$ cat config.mk
export PLATFORM = sky130hd
export DESIGN_NAME = drive_ctrl
export DESIGN_NICKNAME = d
export VERILOG_FILES = /design/src/rtl/drive_ctrl.sv
export SDC_FILE = /design/constraint.sdc
export NUM_CORES = 1
export LEC_CHECK = 0
export ABC_AREA = 1
export ABC_CLOCK_PERIOD_IN_PS = 2200
export BUFFER_PORTS_ARGS = -buffer_cell sky130_fd_sc_hd__buf_2
export CAP_MARGIN = 20
export CORE_MARGIN = 3
export CORE_UTILIZATION = 57
export DETAILED_ROUTE_END_ITERATION = 8
export PLACE_DENSITY_LB_ADDON = 0.25
export SYNTH_ARGS = -nofsm -noshare
export SYNTH_HDL_FRONTEND = slang
export SYNTH_SLANG_ARGS = --single-unit
$ cat constraint.sdc
create_clock -name CLK -period 2.2 [get_ports CLK]
set_clock_uncertainty 0.05 [all_clocks]
set_input_delay 0 -clock CLK [delete_from_list [all_inputs] [get_ports CLK]]
set_output_delay 0 -clock CLK [all_outputs]
set_load 0.01 [all_outputs]
$ cat src/rtl/drive_ctrl.sv
// Line-following differential drive controller: sensor FSM, ramped PWM duties, per-channel and battery overcurrent protection.
// Optional active braking in STOP is enabled by defining DRIVE_BRAKE_EN.
module drive_ctrl #(
  parameter int NCH       = 2,
  parameter int PWM_W     = 8,
  parameter int DUTY_FWD  = 200,
  parameter int DUTY_TURN = 60,
  parameter int RAMP_STEP = 8,
  parameter int TICK_DIV  = 256,
  parameter int LOST_CYC  = 50000,
  parameter int RETRY_CYC = 100000
) (
  input  logic             CLK,
  input  logic             RST,
  input  logic             L,
  input  logic             C,
  input  logic             R,
  input  logic [NCH-1:0]   Over,
  input  logic             OverBat,
  output logic [NCH-1:0]   En,
  output logic [2*NCH-1:0] Motor,
  output logic [NCH-1:0]   Fault,
  output logic [2:0]       State
);

  localparam int TW = (TICK_DIV > 1) ? $clog2(TICK_DIV) : 1;
  localparam int LW = (LOST_CYC > 1) ? $clog2(LOST_CYC + 1) : 1;
  localparam int CW = (RETRY_CYC > 1) ? $clog2(RETRY_CYC + 1) : 1;

  localparam logic [PWM_W-1:0] W_FWD  = PWM_W'(DUTY_FWD);
  localparam logic [PWM_W-1:0] W_TURN = PWM_W'(DUTY_TURN);
  localparam logic [PWM_W-1:0] W_STEP = PWM_W'(RAMP_STEP);

  typedef enum logic [2:0] {
    ST_STOP   = 3'd0,
    ST_FWD    = 3'd1,
    ST_LEFT   = 3'd2,
    ST_RIGHT  = 3'd3,
    ST_SEARCH = 3'd4
  } state_t;

  typedef enum logic [1:0] {
    TURN_NONE  = 2'd0,
    TURN_LEFT  = 2'd1,
    TURN_RIGHT = 2'd2
  } turn_t;

  state_t                  r_state, w_state_nxt;
  turn_t                   r_turn, w_turn_nxt;
  logic [LW-1:0]           r_lost;
  logic [PWM_W-1:0]        r_cnt;
  logic [TW-1:0]           r_tick;
  logic                    w_tick;
  logic                    w_left_slow, w_right_slow;
  logic [NCH-1:0][PWM_W-1:0] r_duty, w_duty_nxt, w_target;
  logic [NCH-1:0][CW-1:0]  r_cool, w_cool_nxt;
  logic [NCH-1:0]          r_fault, w_fault_nxt;
  logic [NCH-1:0]          r_en, w_en_nxt;
  logic [NCH-1:0]          r_brake, w_brake_nxt;

  // Movement FSM next state; the turn memory lets SEARCH keep the last turn's targets.
  always_comb begin
    w_state_nxt = r_state;
    w_turn_nxt  = r_turn;
    if (C || (L && R)) begin
      w_state_nxt = ST_FWD;
    end else if (L) begin
      w_state_nxt = ST_LEFT;
    end else if (R) begin
      w_state_nxt = ST_RIGHT;
    end else begin
      case (r_state)
        ST_FWD, ST_LEFT, ST_RIGHT: w_state_nxt = ST_SEARCH;
        ST_SEARCH: begin
          if (r_lost == LW'(LOST_CYC - 1)) w_state_nxt = ST_STOP;
        end
        default: w_state_nxt = r_state;
      endcase
    end
    if (w_state_nxt == ST_LEFT)  w_turn_nxt = TURN_LEFT;
    if (w_state_nxt == ST_RIGHT) w_turn_nxt = TURN_RIGHT;
  end

  assign w_tick = (r_tick == TW'(TICK_DIV - 1));

  always_comb begin
    w_left_slow  = (r_state == ST_LEFT)  || ((r_state == ST_SEARCH) && (r_turn == TURN_LEFT));
    w_right_slow = (r_state == ST_RIGHT) || ((r_state == ST_SEARCH) && (r_turn == TURN_RIGHT));
    w_target = '0;
    for (int unsigned i = 0; i < NCH; i++) begin
      if (r_state == ST_STOP) begin
        w_target[i] = '0;
      end else if ((i % 2) == 0) begin
        w_target[i] = w_left_slow ? W_TURN : W_FWD;
      end else begin
        w_target[i] = w_right_slow ? W_TURN : W_FWD;
      end
    end
  end

  // Per-channel fault, duty ramp, brake and PWM enable.
  always_comb begin
    w_fault_nxt = r_fault;
    w_cool_nxt  = r_cool;
    w_duty_nxt  = r_duty;
    w_brake_nxt = '0;
    w_en_nxt    = '0;
    for (int unsigned i = 0; i < NCH; i++) begin
      if (Over[i]) begin
        w_fault_nxt[i] = 1'b1;
        w_cool_nxt[i]  = CW'(RETRY_CYC);
      end else if (r_fault[i]) begin
        if (r_cool[i] <= CW'(1)) begin
          w_fault_nxt[i] = 1'b0;
          w_cool_nxt[i]  = '0;
        end else begin
          w_cool_nxt[i]  = r_cool[i] - 1'b1;
        end
      end

      // A channel that was faulted on this edge still holds duty 0, so it restarts from 0.
      if (OverBat || Over[i] || r_fault[i]) begin
        w_duty_nxt[i] = '0;
      end else if (w_tick) begin
        if (r_duty[i] < w_target[i]) begin
          w_duty_nxt[i] = ((w_target[i] - r_duty[i]) > W_STEP) ? (r_duty[i] + W_STEP) : w_target[i];
        end else if (r_duty[i] > w_target[i]) begin
          w_duty_nxt[i] = ((r_duty[i] - w_target[i]) > W_STEP) ? (r_duty[i] - W_STEP) : w_target[i];
        end
      end

`ifdef DRIVE_BRAKE_EN
      w_brake_nxt[i] = (w_state_nxt == ST_STOP) && (w_duty_nxt[i] == '0) &&
                       !w_fault_nxt[i] && !OverBat;
`else
      w_brake_nxt[i] = 1'b0;
`endif

      w_en_nxt[i] = !OverBat && !Over[i] && (w_brake_nxt[i] || (r_cnt < r_duty[i]));
    end
  end

  always_ff @(posedge CLK) begin
    if (RST) begin
      r_state <= ST_STOP;
      r_turn  <= TURN_NONE;
      r_lost  <= '0;
      r_cnt   <= '0;
      r_tick  <= '0;
      r_duty  <= '0;
      r_cool  <= '0;
      r_fault <= '0;
      r_en    <= '0;
      r_brake <= '0;
    end else begin
      r_state <= w_state_nxt;
      r_turn  <= w_turn_nxt;
      r_lost  <= ((r_state == ST_SEARCH) && (w_state_nxt == ST_SEARCH)) ? (r_lost + 1'b1) : '0;
      r_cnt   <= r_cnt + 1'b1;
      r_tick  <= w_tick ? '0 : (r_tick + 1'b1);
      r_duty  <= w_duty_nxt;
      r_cool  <= w_cool_nxt;
      r_fault <= w_fault_nxt;
      r_en    <= w_en_nxt;
      r_brake <= w_brake_nxt;
    end
  end

  always_comb begin
    Motor = '0;
    for (int unsigned i = 0; i < NCH; i++) begin
      if (r_brake[i])            Motor[2*i +: 2] = 2'b11;
      else if (r_duty[i] != '0)  Motor[2*i +: 2] = 2'b10;
      else                       Motor[2*i +: 2] = 2'b00;
    end
  end

  assign En    = r_en;
  assign Fault = r_fault;
  assign State = r_state;

endmodule

Word-level counts from Yosys, hierarchy flattened
Cells that the tools add are included.
{ "classes": {"n_addsub": 13, "n_lt_le_gt_ge": 12, "eq_ne": 11, "muxes": 33, "bitwise": 1, "n_reduce_logical": 36} }
{ "ops": {"columns": ["operator", "n"], "rows": [
  ["$mux 17", 6],
  ["$mux 8", 12],
  ["$le 17x1->1 const B", 2],
  ["$sub 17x1->17 const B", 2],
  ["$gt 8x4->1 const B", 4],
  ["$lt 8x8->1", 4],
  ["$sub 8x8->8", 4],
  ["$add 16x1->16 const B", 1],
  ["$add 8x1->8 const B", 2],
  ["$add 8x4->8 const B", 2],
  ["$eq 16x16->1 const B", 1],
  ["$gt 8x8->1", 2],
  ["$reduce_bool 8->1", 2],
  ["$sub 8x4->8 const B", 2],
  ["$reduce_or 2->1", 7],
  ["$eq 3x2->1 const B", 4],
  ["$mux 3", 4],
  ["$reduce_bool 2->1", 5],
  ["$eq 8x8->1 const B", 1],
  ["$logic_and 1x1->1", 8],
  ["$mux 2", 4],
  ["$logic_or 1x1->1", 7],
  ["$eq 3x3->1 const B", 2],
  ["$mux 1", 6],
  ["9 further kinds", 12]
]} }
{ "totals": {"reg_bits": 91, "in_bits": 8, "out_inout_bits": 11, "elab_cells": 120} }

Depth between registers and ports, before layout
Gate-level depths: netlist (run 1).
{ "logic_depth": {"ltp_word": 10, "ltp_mapped": 19, "ltp_nobuf": 19} }

Worst setup path after synthesis (run 1)
Ideal clock, no wire load.
{ "synth_path": {"path_kind": "register to register", "startpoint": "register r_state[0] (netlist: State[0])", "endpoint": "register r_duty[11] (netlist bit)", "setup_time_ns": 0.109, "arrival_ns": 2.355, "required_ns": 2.041, "slack_ns": -0.314, "path_stages_with_launch": 14, "n_path_buf": 1, "synth_period_minus_slack_ns": 2.514, "path_cell_list": "dfxtp_1 -> nor3_2 -> nand3_1 -> nand2_2 -> nor2_1 -> inv_1 -> ha_1 -> inv_1 -> nor3_1 -> a21oi_4 -> buf_6 -> o21a_1 -> nand2_1 -> inv_1"} }
{ "synth_via": {"elab_chain_len": 10, "word_cells_on_any_way": 19, "classes_between": "2 x add/sub; 4 x order compare; 2 x eq/ne; 6 x mux; 5 x reduce/logical"} }
{ "synth_rtl": {"columns": ["item", "line_no", "text"], "rows": [
  ["from (decl)", "48", "state_t r_state, w_state_nxt;"],
  ["from (signal assigned)", "156", "r_state <= w_state_nxt;"],
  ["$eq 3x3->1", "88", "w_right_slow = (r_state == ST_RIGHT) || ((r_state == ST_SEARCH) && (r_turn == TURN_RIGHT));"],
  ["$logic_and 1x1->1", "88", null],
  ["$logic_or 1x1->1", "88", null],
  ["$mux 8", "96", "w_target[i] = w_right_slow ? W_TURN : W_FWD;"],
  ["$mux 8 (*)", "91", "if (r_state == ST_STOP) begin"],
  ["$sub 8x8->8", "128", "w_duty_nxt[i] = ((r_duty[i] - w_target[i]) > W_STEP) ? (r_duty[i] - W_STEP) : w_target[i];"],
  ["$gt 8x4->1", "128", null],
  ["$mux 8", "128", null],
  ["$mux 8", "127", "end else if (r_duty[i] > w_target[i]) begin"],
  ["$mux 8", "125", "if (r_duty[i] < w_target[i]) begin"],
  ["to (signal assigned)", "161", "r_duty <= w_duty_nxt;"],
  ["to (decl)", "55", "logic [NCH-1:0][PWM_W-1:0] r_duty, w_duty_nxt, w_target;"]
]} }
Mark *: on every way between the ends. The rest lies on a longest branch, timed or not. The select of a mux whose other input is x is not followed.
A chain may end at the register's enable or synchronous reset.

Worst setup path in the final report (run 1)
{ "layout_path": {"startpoint": "register r_state[1] (netlist: State[1])", "endpoint": "register r_duty[11] (netlist bit)"} }
The elaborated chain is that of the path after synthesis.

==> flow_metrics.env, run 1 <==
export IMPL_drtAntennaViolNets=0
export IMPL_numCtsBuffers=9
export IMPL_yosysSeqAreaShare_pct=28.2
export IMPL_min_path_type="input pin to flip-flop"
export IMPL_worstPathRequired_ns=2.43
export IMPL_path_clk_slew_ns=0.10
export IMPL_detailed_place_hpwl_um=10600
export IMPL_htreeDepth=3
export IMPL_initial_utilization_pct=59.4
export IMPL_core_um2=10400
export IMPL_synth_largest_area_cell="dfxtp_1"
export IMPL_tightest_slew_ns=0.492
export IMPL_grt_pass1_vias=5329
export IMPL_cp_max_fo=7
export IMPL_utilization_pct=73.7
export IMPL_max_freq_mhz=393
export IMPL_holdWs_ns=0.0663
export IMPL_syn_area_um2=6180
export IMPL_power_switching_mw=1.28
export IMPL_die_area_um2=12100
export IMPL_start_kind="flip-flop"
export IMPL_drive_gt1_share_pct=25.6
export IMPL_synthFlopType="dfxtp_1"
export IMPL_setup_viol=12
export IMPL_violations="setup timing"
export IMPL_track_usage_pct=24.1
export IMPL_ys_warn_count=0
export IMPL_p_per_area_nw_per_um2=505
export IMPL_yosysUniqueCellTypes=46
export IMPL_grt_max_degree=15
export IMPL_max_slew_margin_pct=66.9
export IMPL_synth_avg_cell_area_um2=6.95
export IMPL_critPathArrivalTime_ns=2.78
export IMPL_rsz0062_at_grt="true"
export IMPL_comb_power_share_pct=28.9
export IMPL_crit_chain="nor3_4 > nand3_2 > nand2_4 > ha_4 > fa_2 > o21ai_1 > a21oi_1 > nand3_2 > nor2_4 > buf_4 > nand3_2 > nand3_1 > nand3_2 > nand2_1 > inv_1"
export IMPL_internal_power_mw=2.60
export IMPL_viasPerCell=5.28
export IMPL_n_antenna_cell=0
export IMPL_fin_ws_ns=-0.341
export IMPL_dpl_cell_area_um2=6930
export IMPL_nNetsFinal=1039
export IMPL_cts_sinks=87
export IMPL_route_detailed_drc=0
export IMPL_ios=19
export IMPL_synthTopCellsByCount="nand2_1, nor2_1, inv_1, nand3_1, dfxtp_1"
export IMPL_path_common_cell="nand3_2"
export IMPL_grt_pass1_wl_um=23600
export IMPL_drt_total_wl_um=14800
export IMPL_slew_violations=0
export IMPL_max_stage_delay_ns=0.51
export IMPL_path_class="flip-flop to flip-flop"
export IMPL_cp_slowest_cell="fa_2"
export IMPL_clockBufferDepth=2
export IMPL_ir_worst_vdd_v=0.000481
export IMPL_yosys_top_cells_area="dfxtp_1, ha_1, nand2_1"
export IMPL_final_period_utilization_pct=116
export IMPL_p_clk_share_pct=27.6
export IMPL_synth_top_area_share_pct=28.2
export IMPL_syn_inst=890
export IMPL_grt_ovfl_total=0
export IMPL_via_count=5914
export IMPL_seq_power_share_pct=43.5
export IMPL_cap_violations=0
export IMPL_design_area_um2=7680
export IMPL_areaGrowthSynthToFinish_pct=24.2
export IMPL_timing_final_hold_violations=0
export IMPL_cts_tree="yes"
export IMPL_synth_edf_count=0
export IMPL_period_minus_slack_ns=2.54
export IMPL_port_buffer_count=16
export IMPL_fp_dieW_um=110
export IMPL_clockRootBuffer="clkbuf_8"
export IMPL_fp_dieH_um=110
export IMPL_ys_async_sr_fraction_pct=0
export IMPL_p_sw_share_pct=33.0
export IMPL_clock_latency_ns=0.37
export IMPL_drtPass1Iterations=7
export IMPL_place_gp_congestion=0.941
export IMPL_crit_path_end_kind="flip-flop"
export IMPL_yosysMostFrequentCell="nand2_1"
export IMPL_drt_iter0_drc=421
export IMPL_power_leakage_nw=3.39
export IMPL_ys_seq_elements=87
export IMPL_status="finished with violations"
export IMPL_fp_row_count=37
export IMPL_antenna_found_initial=0
export IMPL_wl_per_cell_um=13.2
[layout make-up]
class,count,area (µm²)
multi-input combinational,672,4420
timing repair buffer,89,692
tap,136,170
clock buffer,12,135
inverter,121,464
sequential,87,1750
fill,829,2740
clock inverter,4,47.5
[repair_timing]
action	CTS	global route
pin swaps	21	38
endpoints found under the setup margin	12	14
gates cloned	1	0
hold endpoints to repair	22	0
gates resized for setup	19	80
buffers inserted	5	8
hold buffers	8	0
[metrics by stage]
step / worst slack [ns] / cells / power [mW] / TNS (ns)
floorplan: -0.136 / 891 / 2.46 / -1.34
global placement: -0.205 / 1083 / 2.66 / -2.30
detailed placement: -0.264 / 1083 / 2.67 / -2.76
CTS: -0.225 / 1113 / 3.79 / -2.42
global route: -0.450 / 1121 / 4.10 / -4.88
finish: -0.341 / 1121 / 3.88 / -3.39
[flip-flops by register name, summed over array words and instances (netlist names)]
name	flops
r_cnt	8
En	2
r_cool	34
Fault	2
State	3
r_tick	8
r_turn	2
r_duty	12
r_lost	16
[worst paths after layout]
path / endpoint / start / slack [ns] / depth (start not counted)
setup / recovery: r_duty[11] / State[1] / -0.34 / 15
hold / removal: State[1] / R / 0.07 / 5
setup reg to reg: r_duty[11] / State[1] / -0.34 / 15
hold reg to reg: r_tick[0] / r_tick[0] / 0.40 / 1
[power groups by stage]
stage	Sequential (mW)	Clock, mW	Combinational, mW
2_1_floorplan	1.71	0	0.741
3_3_place_gp	1.72	0	0.936
3_5_place_dp	1.73	0	0.948
4_1_cts	1.69	1.10	0.997
5_1_grt	1.70	1.16	1.24
6_report	1.69	1.07	1.12
[layer usage]
| layer | GRT usage (%) | share of wire [%] |
|---|---|---|
| met4 | 9.23 | 2.1 |
| met2 | 39.7 | 48 |
| met5 | 0 | 0 |
| met3 | 3.67 | 3.4 |
| met1 | 31.9 | 47 |
[logic make-up (layout without fill, tap and decap cells)]
logic type | Yosys count | after routing | synth area share, %
other | 1 | 2 | 0.0607
and+or+nand+nor | 472 | 472 | 36.7
xor gates and xnor gates | 45 | 45 | 6.38
AOI/OAI and AO/OA | 101 | 102 | 9.47
DFF | 87 | 87 | 28.2
buffers and inverters | 133 | 226 | 8.66
adders and majority gates | 51 | 51 | 10.6
[placed cells by master, fill, tap and decap left out, types with 27 or more instances in the layout]
| cell | Yosys | final |
|---|---|---|
| nand3_1 | 88 | 69 |
| nand2_1 | 163 | 130 |
| a21oi_1 | 52 | 44 |
| xor2_1 | 39 | 39 |
| inv_1 | 114 | 102 |
| buf_4 | 3 | 58 |
| nor2_1 | 120 | 117 |
| nand2_2 | 11 | 41 |
| dfxtp_1 | 87 | 84 |
| nand4_1 | 27 | 27 |
| ha_1 | 49 | 33 |
[critical path: cells and delay by family (launching register included)]
kind	cells	cell delay (ns)
buf+inv	2	0.18
fa+ha+maj	2	0.71
compound gates	2	0.22
simple gates	9	0.86
flops	1	0.41
(Power assumes the default switching activity.)
==> inputs of run 2 (changes only) <==
CORE_ASPECT_RATIO = 0.75   (was unset)
CORE_MARGIN = unset   (was 3)
==> flow_metrics.env, run 2 (synthesized netlist as in run 1, its figures left out) <==
export IMPL_status="finished with violations"
export IMPL_violations="setup timing"
export IMPL_grt_pass1_vias=5356
export IMPL_cts_tree="yes"
export IMPL_fill_cells=813
export IMPL_tightest_slew_ns=0.739
export IMPL_grt_pass1_wl_um=25400
export IMPL_period_minus_slack_ns=2.51
export IMPL_grt_ovfl_total=0
export IMPL_detailed_place_hpwl_um=11200
export IMPL_ios=19
export IMPL_cts_sinks=87
export IMPL_clockRootBuffer="clkbuf_16"
export IMPL_cp_max_fo=7
export IMPL_cp_slowest_cell="fa_2"
export IMPL_largestRegisters="r_cool: 34 flops, r_lost: 16 flops, r_duty: 12 flops"
export IMPL_htreeDepth=3
export IMPL_worstPathRequired_ns=2.39
export IMPL_min_path_type="input pin to flip-flop"
export IMPL_drt_total_wl_um=15400
export IMPL_crit_path_end_kind="flip-flop"
export IMPL_setup_tns_ns=-3.32
export IMPL_max_freq_mhz=398
export IMPL_path_clk_slew_ns=0.06
export IMPL_port_buffer_count=16
export IMPL_numCtsBuffers=9
export IMPL_path_class="flip-flop to flip-flop"
export IMPL_fin_ws_ns=-0.314
export IMPL_via_count=5995
export IMPL_fp_row_count=32
export IMPL_clockBufferDepth=2
export IMPL_largest_reg_flops=34
export IMPL_dp_cells=1077
export IMPL_nNetsFinal=1023
export IMPL_clock_latency_ns=0.35
export IMPL_viasPerCell=5.43
export IMPL_ir_worst_vdd_v=0.000458
export IMPL_critPathArrivalTime_ns=2.70
export IMPL_power_leakage_nw=3.36
export IMPL_antenna_found_initial=0
export IMPL_p_per_area_nw_per_um2=587
export IMPL_core_um2=10400
export IMPL_crit_chain="inv_4 > nor3_4 > nand3_2 > nand2_8 > ha_4 > fa_2 > o21ai_2 > a21oi_2 > nand3_2 > nor2_4 > buf_4 > nand4_1 > nand3_1 > nor2_1 > nor2_1"
export IMPL_drtPass1Iterations=5
export IMPL_n_antenna_cell=0
export IMPL_track_usage_pct=28.0
export IMPL_areaGrowthSynthToFinish_pct=22.6
export IMPL_route_detailed_drc=0
export IMPL_largest_register="r_cool"
export IMPL_cap_violations=0
export IMPL_mostFrequentLayoutCell="nand2_1"
export IMPL_rsz0062_at_grt="true"
export IMPL_place_gp_congestion=0.931
export IMPL_multiInputGateArea_um2=4340
export IMPL_drive_gt1_share_pct=23.0
export IMPL_setup_viol=12
export IMPL_drtAntennaViolNets=0
export IMPL_fp_dieW_um=122
export IMPL_grt_max_degree=23
export IMPL_die_area_um2=11300
export IMPL_fp_dieH_um=92.2
export IMPL_final_cell_mix="nand2_1, nor2_1, inv_1"
export IMPL_max_stage_delay_ns=0.43
export IMPL_instances_no_fill=1105
export IMPL_wl_per_cell_um=14.0
export IMPL_timing_final_hold_violations=0
export IMPL_start_kind="flip-flop"
export IMPL_drt_iter0_drc=511
export IMPL_final_period_utilization_pct=114
export IMPL_initial_utilization_pct=59.4
export IMPL_slew_violations=0
export IMPL_max_slew_margin_pct=50.3
export IMPL_regArea_um2=1750
-- run 2: cell count changes in the layout (fill, tap and decap cells not counted), moves of 5 or more --
| cell | change |
|---|---|
| buf_4 | -7 |
| clkbuf_8 | -6 |
| clkbuf_16 | +10 |
| nand3_1 | +9 |
| buf_6 | -5 |
| nand2_2 | -10 |
| nand3_2 | -9 |
| nand2_1 | +11 |
-- run 2: critical path: cells and delay by family (launching register included) --
family	cells	cell delay [ns]
simple gates	9	1.01
fa+ha+maj	2	0.59
flops	1	0.38
compound gates	2	0.19
buf+inv	2	0.18
-- run 2: area by class of cell --
type,instances,share of cell area [%]
Clock inverter,3,0.611
Inverter,121,6.06
Timing Repair Buffer,72,6.90
Tap cell,136,2.24
Clock buffer,13,3.84
Sequential cell,87,23.1
Multi-Input combinational cell,673,57.2
-- run 2: metrics by stage --
stage                     util [%]  power, mW  hold WS (ns)  cell area, µm²  setup WS (ns)
after detailed placement      66.0       2.67         0.265            6870         -0.276
after global placement        66.0       2.67         0.250            6870         -0.225
after floorplan                  -       2.46        0.0760            6360         -0.136
after CTS                     70.2       4.35       0.00483            7310         -0.224
after global routing          72.8       4.66        0.0295            7580         -0.462
final                         72.8       4.45       0.00546            7580         -0.314
-- run 2: power breakdown --
group	internal [mW]	switching, mW
Combinational	0.414	0.656
Sequential	1.63	0.0651
Clock	1.04	0.639
Total	3.09	1.36
-- run 2: routing by layer --
| metal | up-vias | global-route usage (%) | routed length (µm) |
|---|---|---|---|
| li1 | 3061 | - | - |
| met1 | 2718 | 40.6 | 7620 |
| met2 | 185 | 42.3 | 6780 |
| met3 | 31 | 5.29 | 837 |
| met4 | 0 | 6.00 | 198 |
| met5 | - | 0 | 0 |
-- run 2: worst paths after layout --
path	from	end	slack, ns	cells past startpoint
max	State[2]	r_duty[12]	-0.31	15
min	RST	State[1]	0.005	2
max reg2reg	State[2]	r_duty[12]	-0.31	15
min reg2reg	r_lost[0]	r_lost[0]	0.41	1
-- run 2: repair_timing --
item,in CTS,in global routing
cloned,1,1
setup endpoints to repair,12,12
buffers inserted,1,5
gates resized for setup,15,54
hold buffers,4,0
endpoints found under the hold margin,11,0
pin swaps,13,48
